File: src/rtl/if_prefetch_queue.sv
// -----------------------------------------------------------------------------
// if_prefetch_queue
//
// Instruction-fetch front end. A small PC sequencer issues one word-aligned
// fetch at a time to a variable-latency instruction memory and stores each
// returned {pc, instr} pair in a DEPTH-entry prefetch FIFO that the ID stage
// drains. A redirect from EX flushes the FIFO, retargets the fetch PC and
// discards whatever fetch is still in flight.
//
// Handshakes (valid/ready): a transfer happens on a rising clk edge where
// both valid and ready are high. A producer that raises valid keeps valid
// and its payload stable until that transfer happens; ready may change
// freely and has no effect while valid is low.
//
// Ports
//   clk, rstn        clock, asynchronous active-low reset
//   imem_req_valid   fetch request valid (held until imem_req_ready)
//   imem_req_ready   memory accepts the request
//   imem_req_addr    fetch address, word aligned
//   imem_rsp_valid   response valid, in order, one per accepted request
//   imem_rsp_data    instruction word returned by memory
//   redirect_valid   EX-stage taken branch/jump
//   redirect_pc      redirect target (low two bits ignored)
//   out_valid        FIFO head valid
//   out_ready        ID stage consumes the head
//   out_instr        head instruction
//   out_pc           head PC
//   out_pcnext       head PC + 4 (wraps)
//   occupancy        number of valid FIFO entries
// -----------------------------------------------------------------------------
module if_prefetch_queue #(
    parameter int              XLEN     = 32,
    parameter int              DEPTH    = 4,
    parameter logic [XLEN-1:0] RESET_PC = '0
) (
    input  logic                       clk,
    input  logic                       rstn,
    output logic                       imem_req_valid,
    input  logic                       imem_req_ready,
    output logic [XLEN-1:0]            imem_req_addr,
    input  logic                       imem_rsp_valid,
    input  logic [31:0]                imem_rsp_data,
    input  logic                       redirect_valid,
    input  logic [XLEN-1:0]            redirect_pc,
    output logic                       out_valid,
    input  logic                       out_ready,
    output logic [31:0]                out_instr,
    output logic [XLEN-1:0]            out_pc,
    output logic [XLEN-1:0]            out_pcnext,
    output logic [$clog2(DEPTH+1)-1:0] occupancy
);

    localparam int PTR_W = $clog2(DEPTH);
    localparam int CNT_W = $clog2(DEPTH+1);

    // DROP_REQ / DROP: a request issued before a redirect is still owed a
    // response by memory; that response must be swallowed.
    typedef enum logic [2:0] {
        S_IDLE     = 3'd0,
        S_REQ      = 3'd1,
        S_WAIT     = 3'd2,
        S_DROP_REQ = 3'd3,
        S_DROP     = 3'd4
    } state_t;

    state_t state, state_next;

    logic [XLEN-1:0] fetch_pc;
    logic [XLEN-1:0] req_pc;          // address of the request being presented / in flight
    logic [XLEN-1:0] redirect_target;
    logic            req_fire;
    logic            push;
    logic            pop;

    logic [XLEN-1:0] mem_pc    [DEPTH];
    logic [31:0]     mem_instr [DEPTH];
    logic [PTR_W-1:0] wr_ptr, rd_ptr;
    logic [CNT_W-1:0] count;

    assign redirect_target = redirect_pc & ~XLEN'(3);
    assign req_fire        = imem_req_valid && imem_req_ready;
    // A redirect in the same cycle kills both the push and the pop.
    assign push            = (state == S_WAIT) && imem_rsp_valid && !redirect_valid;
    assign pop             = out_valid && out_ready && !redirect_valid;

    // ------------------------------------------------------------------
    // Sequencer FSM
    // ------------------------------------------------------------------
    always_ff @(posedge clk or negedge rstn) begin
        if (!rstn) begin
            state <= S_IDLE;
        end else begin
            state <= state_next;
        end
    end

    always_comb begin
        state_next     = state;
        imem_req_valid = 1'b0;
        imem_req_addr  = fetch_pc;
        case (state)
            S_IDLE: begin
                if (!redirect_valid && (count < CNT_W'(DEPTH))) begin
                    state_next = S_REQ;
                end
            end
            S_REQ: begin
                imem_req_valid = 1'b1;
                if (redirect_valid) begin
                    state_next = req_fire ? S_DROP : S_DROP_REQ;
                end else if (req_fire) begin
                    state_next = S_WAIT;
                end
            end
            S_WAIT: begin
                if (imem_rsp_valid) begin
                    state_next = S_IDLE;
                end else if (redirect_valid) begin
                    state_next = S_DROP;
                end
            end
            S_DROP_REQ: begin
                // fetch_pc already holds the redirect target, so present the
                // stale address captured while in S_REQ.
                imem_req_valid = 1'b1;
                imem_req_addr  = req_pc;
                if (req_fire) begin
                    state_next = S_DROP;
                end
            end
            S_DROP: begin
                if (imem_rsp_valid) begin
                    state_next = S_IDLE;
                end
            end
            default: begin
                state_next = S_IDLE;
            end
        endcase
    end

    // ------------------------------------------------------------------
    // Fetch PC and in-flight request PC
    // ------------------------------------------------------------------
    always_ff @(posedge clk or negedge rstn) begin
        if (!rstn) begin
            fetch_pc <= RESET_PC;
            req_pc   <= RESET_PC;
        end else begin
            if (redirect_valid) begin
                fetch_pc <= redirect_target;
            end else if ((state == S_REQ) && req_fire) begin
                fetch_pc <= fetch_pc + XLEN'(4);
            end
            // While presenting a request, remember its address so WAIT can
            // tag the response and DROP_REQ can keep presenting it.
            if (state == S_REQ) begin
                req_pc <= fetch_pc;
            end
        end
    end

    // ------------------------------------------------------------------
    // Prefetch FIFO
    // ------------------------------------------------------------------
    always_ff @(posedge clk) begin
        if (push) begin
            mem_pc[wr_ptr]    <= req_pc;
            mem_instr[wr_ptr] <= imem_rsp_data;
        end
    end

    always_ff @(posedge clk or negedge rstn) begin
        if (!rstn) begin
            wr_ptr <= '0;
            rd_ptr <= '0;
            count  <= '0;
        end else if (redirect_valid) begin
            wr_ptr <= '0;
            rd_ptr <= '0;
            count  <= '0;
        end else begin
            if (push) begin
                wr_ptr <= wr_ptr + 1'b1;
            end
            if (pop) begin
                rd_ptr <= rd_ptr + 1'b1;
            end
            case ({push, pop})
                2'b10:   count <= count + 1'b1;
                2'b01:   count <= count - 1'b1;
                default: count <= count;
            endcase
        end
    end

    // Head outputs read 0 when the FIFO is empty so nothing stale leaks out.
    assign out_valid  = (count != '0);
    assign occupancy  = count;
    assign out_instr  = out_valid ? mem_instr[rd_ptr] : 32'd0;
    assign out_pc     = out_valid ? mem_pc[rd_ptr] : '0;
    assign out_pcnext = out_valid ? (mem_pc[rd_ptr] + XLEN'(4)) : '0;

    // Responses are only legal while a fetch is outstanding.
    rsp_only_when_outstanding: assert property (
        @(posedge clk) disable iff (!rstn)
        imem_rsp_valid |-> ((state == S_WAIT) || (state == S_DROP))
    );

endmodule

File: config.mk
export PLATFORM = sky130hd
export DESIGN_NAME = if_prefetch_queue
export DESIGN_NICKNAME = d
export VERILOG_FILES = /design/src/rtl/if_prefetch_queue.sv
export SDC_FILE = /design/constraint.sdc
export NUM_CORES = 1
export LEC_CHECK = 0
export CORE_MARGIN = 1.5
export CORE_UTILIZATION = 55
export CTS_CLUSTER_DIAMETER = 100
export DETAILED_ROUTE_END_ITERATION = 10
export PLACE_DENSITY = 0.89
export SLEW_MARGIN = 20
export SYNTH_ARGS = -nofsm -noshare
export SYNTH_HDL_FRONTEND = slang
export SYNTH_SLANG_ARGS = --single-unit
File: constraint.sdc
create_clock -name clk -period 4.23 [get_ports clk]
set_clock_uncertainty 0.05 [all_clocks]
set_input_delay 0.846 -clock clk [delete_from_list [all_inputs] [get_ports clk]]
set_output_delay 0.846 -clock clk [all_outputs]
set_load 0.005 [all_outputs]
# After elaboration in Yosys (flattened, before gate mapping)
# Memory sizes are Yosys's and may differ from the RTL's.
# Index checks and enable logic that the tools add are counted.
[op_classes]
n_lt_le_gt_ge = 1
n_addsub = 6
muxes = 24
n_reduce_logical = 16
eq_ne = 11
[op_table]
columns = ["op", "count"]
rows = [
  ["32-bit two-way mux", 6],
  ["32-bit by 3-bit adder with 32-bit output (second input constant)", 2],
  ["3-bit two-way mux", 9],
  ["3-bit case mux with 5 select lines", 1],
  ["2-bit two-way mux", 4],
  ["1-bit logical AND", 7],
  ["3-bit by 2-bit equality test with 1-bit output (second input constant)", 2],
  ["2-bit inequality test (second input constant)", 3],
  ["3-bit inequality test (second input constant)", 2],
  ["3-bit case mux with 2 select lines", 1],
  ["2-bit nonzero test", 3],
  ["3-bit nonzero test", 2],
  ["5-bit AND reduction", 1],
  ["2-bit by 1-bit adder with 2-bit output (second input constant)", 2],
  ["3-bit by 1-bit adder with 3-bit output (second input constant)", 1],
  ["3-bit by 1-bit equality test with 1-bit output (second input constant)", 1],
  ["3-bit equality test (second input constant)", 1],
  ["3-bit logical NOT", 1],
  ["3-bit < comparator (second input constant)", 1],
  ["1-bit two-way mux", 3],
  ["3-bit by 1-bit subtractor with 3-bit output (second input constant)", 1],
  ["2-bit by 1-bit equality test with 1-bit output (second input constant)", 1],
  ["2-bit equality test (second input constant)", 1],
  ["2-bit OR reduction", 1],
  ["1-bit logical NOT", 1],
]
[totals]
ram_bits = 256
wordCells = 66
input_bits = 70
n_memories = 2
register_bits = 74
[memory_table]
columns = ["name", "words", "word_bits", "rd", "rd_clocked_by_memory_dff", "wr", "line_no", "rtl"]
rows = [
  ["mem_instr", 4, 32, 1, 0, 1, "76", "logic [31:0] mem_instr [DEPTH];"],
  ["mem_pc", 4, 32, 1, 0, 1, "75", "logic [XLEN-1:0] mem_pc [DEPTH];"],
]

# Longest topological paths before layout
[depth]
ltp_word = 7
mapped_depth = 9
mapped_depth_nobuf = 8

# Least setup slack after synthesis
# Ideal clock, no wire load.
[synth_path]
kind = "input-to-reg"
start = "in imem_rsp_valid"
end = "mem mem_instr[0][0] (enable)"
arrival_time_ns = 2.977
path_buffers = 1
path_slack_ns = 0.776
required_ns = 3.753
cell_stages = 4
path_cell_list = "and3b_1 -> clkbuf_1 -> nor2b_1 -> and2_1"
[synth_via]
elab_chain_len = 4
[synth_lines]
columns = ["item", "line_no", "rtl"]
rows = [
  ["start, declared", "41", "input logic imem_rsp_valid,"],
  ["1-bit logical AND (2 in a row)", "83", "assign push = (state == S_WAIT) && imem_rsp_valid && !redirect_valid;"],
  ["1-bit two-way mux", "167", "if (push) begin"],
  ["1-bit two-way mux (not written as such)", "169", "mem_instr[wr_ptr] <= imem_rsp_data;"],
  ["end, declared", "76", ""],
]
# No other way between the ends.

# Worst setup path in the final report
[layout_path]
start = "reg rd_ptr[0]"
end = "out out_pcnext[27]"
[layout_via]
elab_chain_len = 3
[layout_lines]
columns = ["item", "line_no", "rtl"]
rows = [
  ["start, declared", "77", "logic [PTR_W-1:0] wr_ptr, rd_ptr;"],
  ["start signal, assigned", "187", "rd_ptr <= rd_ptr + 1'b1;"],
  ["memory 4 x 32 bit", "-", ""],
  ["32-bit by 3-bit adder with 32-bit output", "202", "assign out_pcnext = out_valid ? (mem_pc[rd_ptr] + XLEN'(4)) : '0;"],
  ["32-bit two-way mux", "202", ""],
  ["end, declared", "49", "output logic [XLEN-1:0] out_pcnext,"],
]
# No other way between the ends.

==> results_dict.tcl <==
set metrics [dict create \
    outcome "finished with violations" \
    violations "setup timing" \
    power_mw 10.9 \
    sw_frac_of_total_pct 29.8 \
    critPathCaptureType "output port" \
    grt_max_degree 66 \
    reg2reg_slack_ns 1.76 \
    clk_path_buf_depth 3 \
    die_w_um 163 \
    p_clk_share_pct 25.1 \
    holdCritPathClass "in -> async" \
    clkLatencyLatePin_ns 0.57 \
    setup_slack_ns -0.0313 \
    tns_ns -0.0680 \
    antenna_found_initial 0 \
    reg2reg_to "fetch_pc[30]" \
    area_growth_pct 27.2 \
    rr_worst_depth 6 \
    dieHeight_um 163 \
    via_per_inst 5.74 \
    placed_cells 1403 \
    pwr-share-comb_pct 36.7 \
    cp-startpoint "rd_ptr[0]" \
    grt_pass1_vias 8785 \
    n_antenna_cell 0 \
    n_fill_cell 1658 \
    rsz0062_at_grt "yes" \
    r2r-start "state[1]" \
    grt_util_all_layers_pct 24.2 \
    die-area_sq_um 26500 \
    yosysWarnings 0 \
    synth_area_per_cell_sq_um 15.7 \
    max_stage_delay_ns 0.58 \
    tightest_slew_ns 0.625 \
    htree_levels 1 \
    maxSlewViolCount 0 \
    ir_worst_vdd_v 0.000427 \
    vias 8518 \
    initial_core_util_pct 56.0 \
    drive_gt1_share_pct 24.2 \
    dp_slack_ns 0.000594 \
    synth_seq_cells 318 \
    cts_made_buffers 31 \
    synth_top_cell_area_share_pct 53.0 \
    core_sq_um 25100 \
    synth_edf_count 248 \
    ys_types 52 \
    syn_inst 893 \
    grt_first_pass_wirelength_um 49100 \
    critical_path.cell_chain "buf_12 -> buf_6 -> mux4_2 -> nand4_4 -> or4_4 -> buf_6 -> or4_4 -> a21oi_2 -> buf_2" \
    netlist_top_cells_area "edfxtp_1 (53%), dfrtp_1 (12%), mux4_2 (7.4%), mux2_2 (5.7%), mux4_1 (3.0%)" \
    fin_crit_ns 4.26 \
    start_kind "flip-flop" \
    ys_seq_area_share_pct 65.5 \
    port_buffers 194 \
    ys.flop_type "edfxtp_1" \
    synth_async_sr_flop_share_pct 22.0 \
    wl_um 31600 \
    final-seq-area_sq_um 9210 \
    cp.arrival_ns 3.37 \
    crit_fanout 6 \
    pwr-share-seq_pct 38.3 \
    cts_tree "yes" \
    synth_most_common_cell "edfxtp_1" \
    cts_hold_buf 0 \
    dr.pass1.iters 6 \
    clk_pin_slew_ns 0.06 \
    dpl.hpwl_um 20300 \
    hold_violations 0 \
    gp_congestion 0.825 \
    fmax_mhz 235 \
    avgRoutedWirePerCell_um 21.3 \
    finalCritPeriodShare_pct 101 \
    cts.root.buffer_cell "clkbuf_16" \
    p_per_area_nw_per_um2 609 \
    worstSetupPathType "reg -> out" \
    cpMaxStageDelayCell "or4_4" \
    io_pins 203 \
    nets 1207 \
    drt_iter0_drc 787 \
    synth_area_sq_um 14000 \
    multi_input_area_sq_um 4700 \
    drc_errors 0 \
    grt-ovfl-total 0 \
    required_ns 3.33 \
    cellLeakagePower_nw 6.28 \
    crit_end "out_pcnext[27]" \
    power_switching_mw 3.24 \
    instances_no_fill 1485 \
    yosysTopAreaCell "edfxtp_1" \
    clock_sinks 318 \
    synth.top_cells.by_count "edfxtp_1 (248), mux2_2 (71), dfrtp_1 (70)" \
    drv_cap 0 \
    p_int_mw 7.63 \
    ant_nets 0 \
    maxSlewHeadroom_pct 58.2 \
    setup_viol 3 \
    std_cell_rows 58 \
]
-- power by group through the flow --
stage / sequential, mW / combinational (mW) / clock (mW)
floorplan: 4.05 / 2.02 / 0
global placement: 4.19 / 3.74 / 0
detailed placement: 4.24 / 3.80 / 0
CTS: 4.16 / 3.99 / 2.76
global route: 4.22 / 4.29 / 2.90
finish: 4.16 / 3.99 / 2.73
-- metal layers --
layer / vias to the layer above / share of wire [%] / GRT usage (%)
met5: - / 0 / 0
met4: 0 / 2.1 / 5.96
met3: 51 / 8.2 / 4.69
met2: 354 / 49 / 40.0
met1: 4257 / 40 / 33.4
li1: 3856 / - / -
-- layout by cell type, fill, tap and decap left out, drive strengths merged, types with 17 or more instances in the layout --
cell and instances:
and2 68, buf 67, clkbuf 37, clkdlybuf4s50 175, dfrtp 70, edfxtp 248, mux2 71, mux4 62
nand2 50, nand3 19, nor2 46, nor4 17, o21ai 39, xnor2 31
-- critical path, delay by kind of cell, from the launching register on --
kind	cells	cell delay, ns
buffers and inverters	4	0.58
AOI/OAI and AO/OA	1	0.13
muxes	1	0.38
DFF	1	0.54
and+or+nand+nor	3	1.16
-- registers in the layout, summed over array words and instances, names as in the netlist --
register,count
rd_ptr,2
wr_ptr,2
fetch_pc,30
req_pc,30
occupancy,3
mem_instr,128
state,3
mem_pc,120
-- kinds of logic after synthesis --
| logic type | count (synthesis) | share of synthesized area [%] |
|---|---|---|
| flops | 318 | 65.5 |
| simple gates | 261 | 10.1 |
| mux | 138 | 16.4 |
| buf+inv | 68 | 2.47 |
| compound gates | 59 | 2.27 |
| xor+xnor | 41 | 2.56 |
| fa+ha+maj | 7 | 0.677 |
| other cells | 1 | 0.0267 |
-- through the flow --
stage / hold WS, ns / instance area (sq um) / util, %
2_1_floorplan: 0.439 / 14100 / -
3_3_place_gp: 0.459 / 16500 / 65.5
3_5_place_dp: 0.482 / 16500 / 65.5
4_1_cts: 0.442 / 17800 / 70.7
5_1_grt: 0.270 / 17900 / 71.2
6_report: 0.233 / 17900 / 71.2
-- worst min-delay path by stage --
| stage | cells past startpoint | from | to | slack, ns |
|---|---|---|---|---|
| floorplan | 0 | req_pc[10] | mem_pc[0][10] | 0.44 |
| global placement | 0 | req_pc[8] | mem_pc[0][8] | 0.46 |
| detailed placement | 0 | req_pc[19] | mem_pc[1][19] | 0.48 |
| CTS | 1 | rstn | fetch_pc[12] | 0.44 |
| global route | 1 | rstn | fetch_pc[13] | 0.27 |
| finish | 1 | rstn | fetch_pc[14] | 0.23 |
-- timing repair --
item                       in CTS  in global routing
pin swaps                       6                  2
setup buffers                  19                  6
hold endpoints to repair        0                  0
gates cloned                    0                  0
resized for setup              73                 20
setup endpoints to repair      18                 15
-- area by class of cell --
| type | instances | share of cell area (%) |
|---|---|---|
| multi-input cells | 512 | 26.3 |
| flip-flops and latches | 318 | 51.5 |
| clock inverters | 22 | 1.27 |
| repair buffers | 254 | 13.9 |
| clock buffers | 36 | 4.45 |
| inverters | 13 | 0.273 |
| well taps | 330 | 2.31 |
No activity file was read; power rests on OpenSTA's default activity.
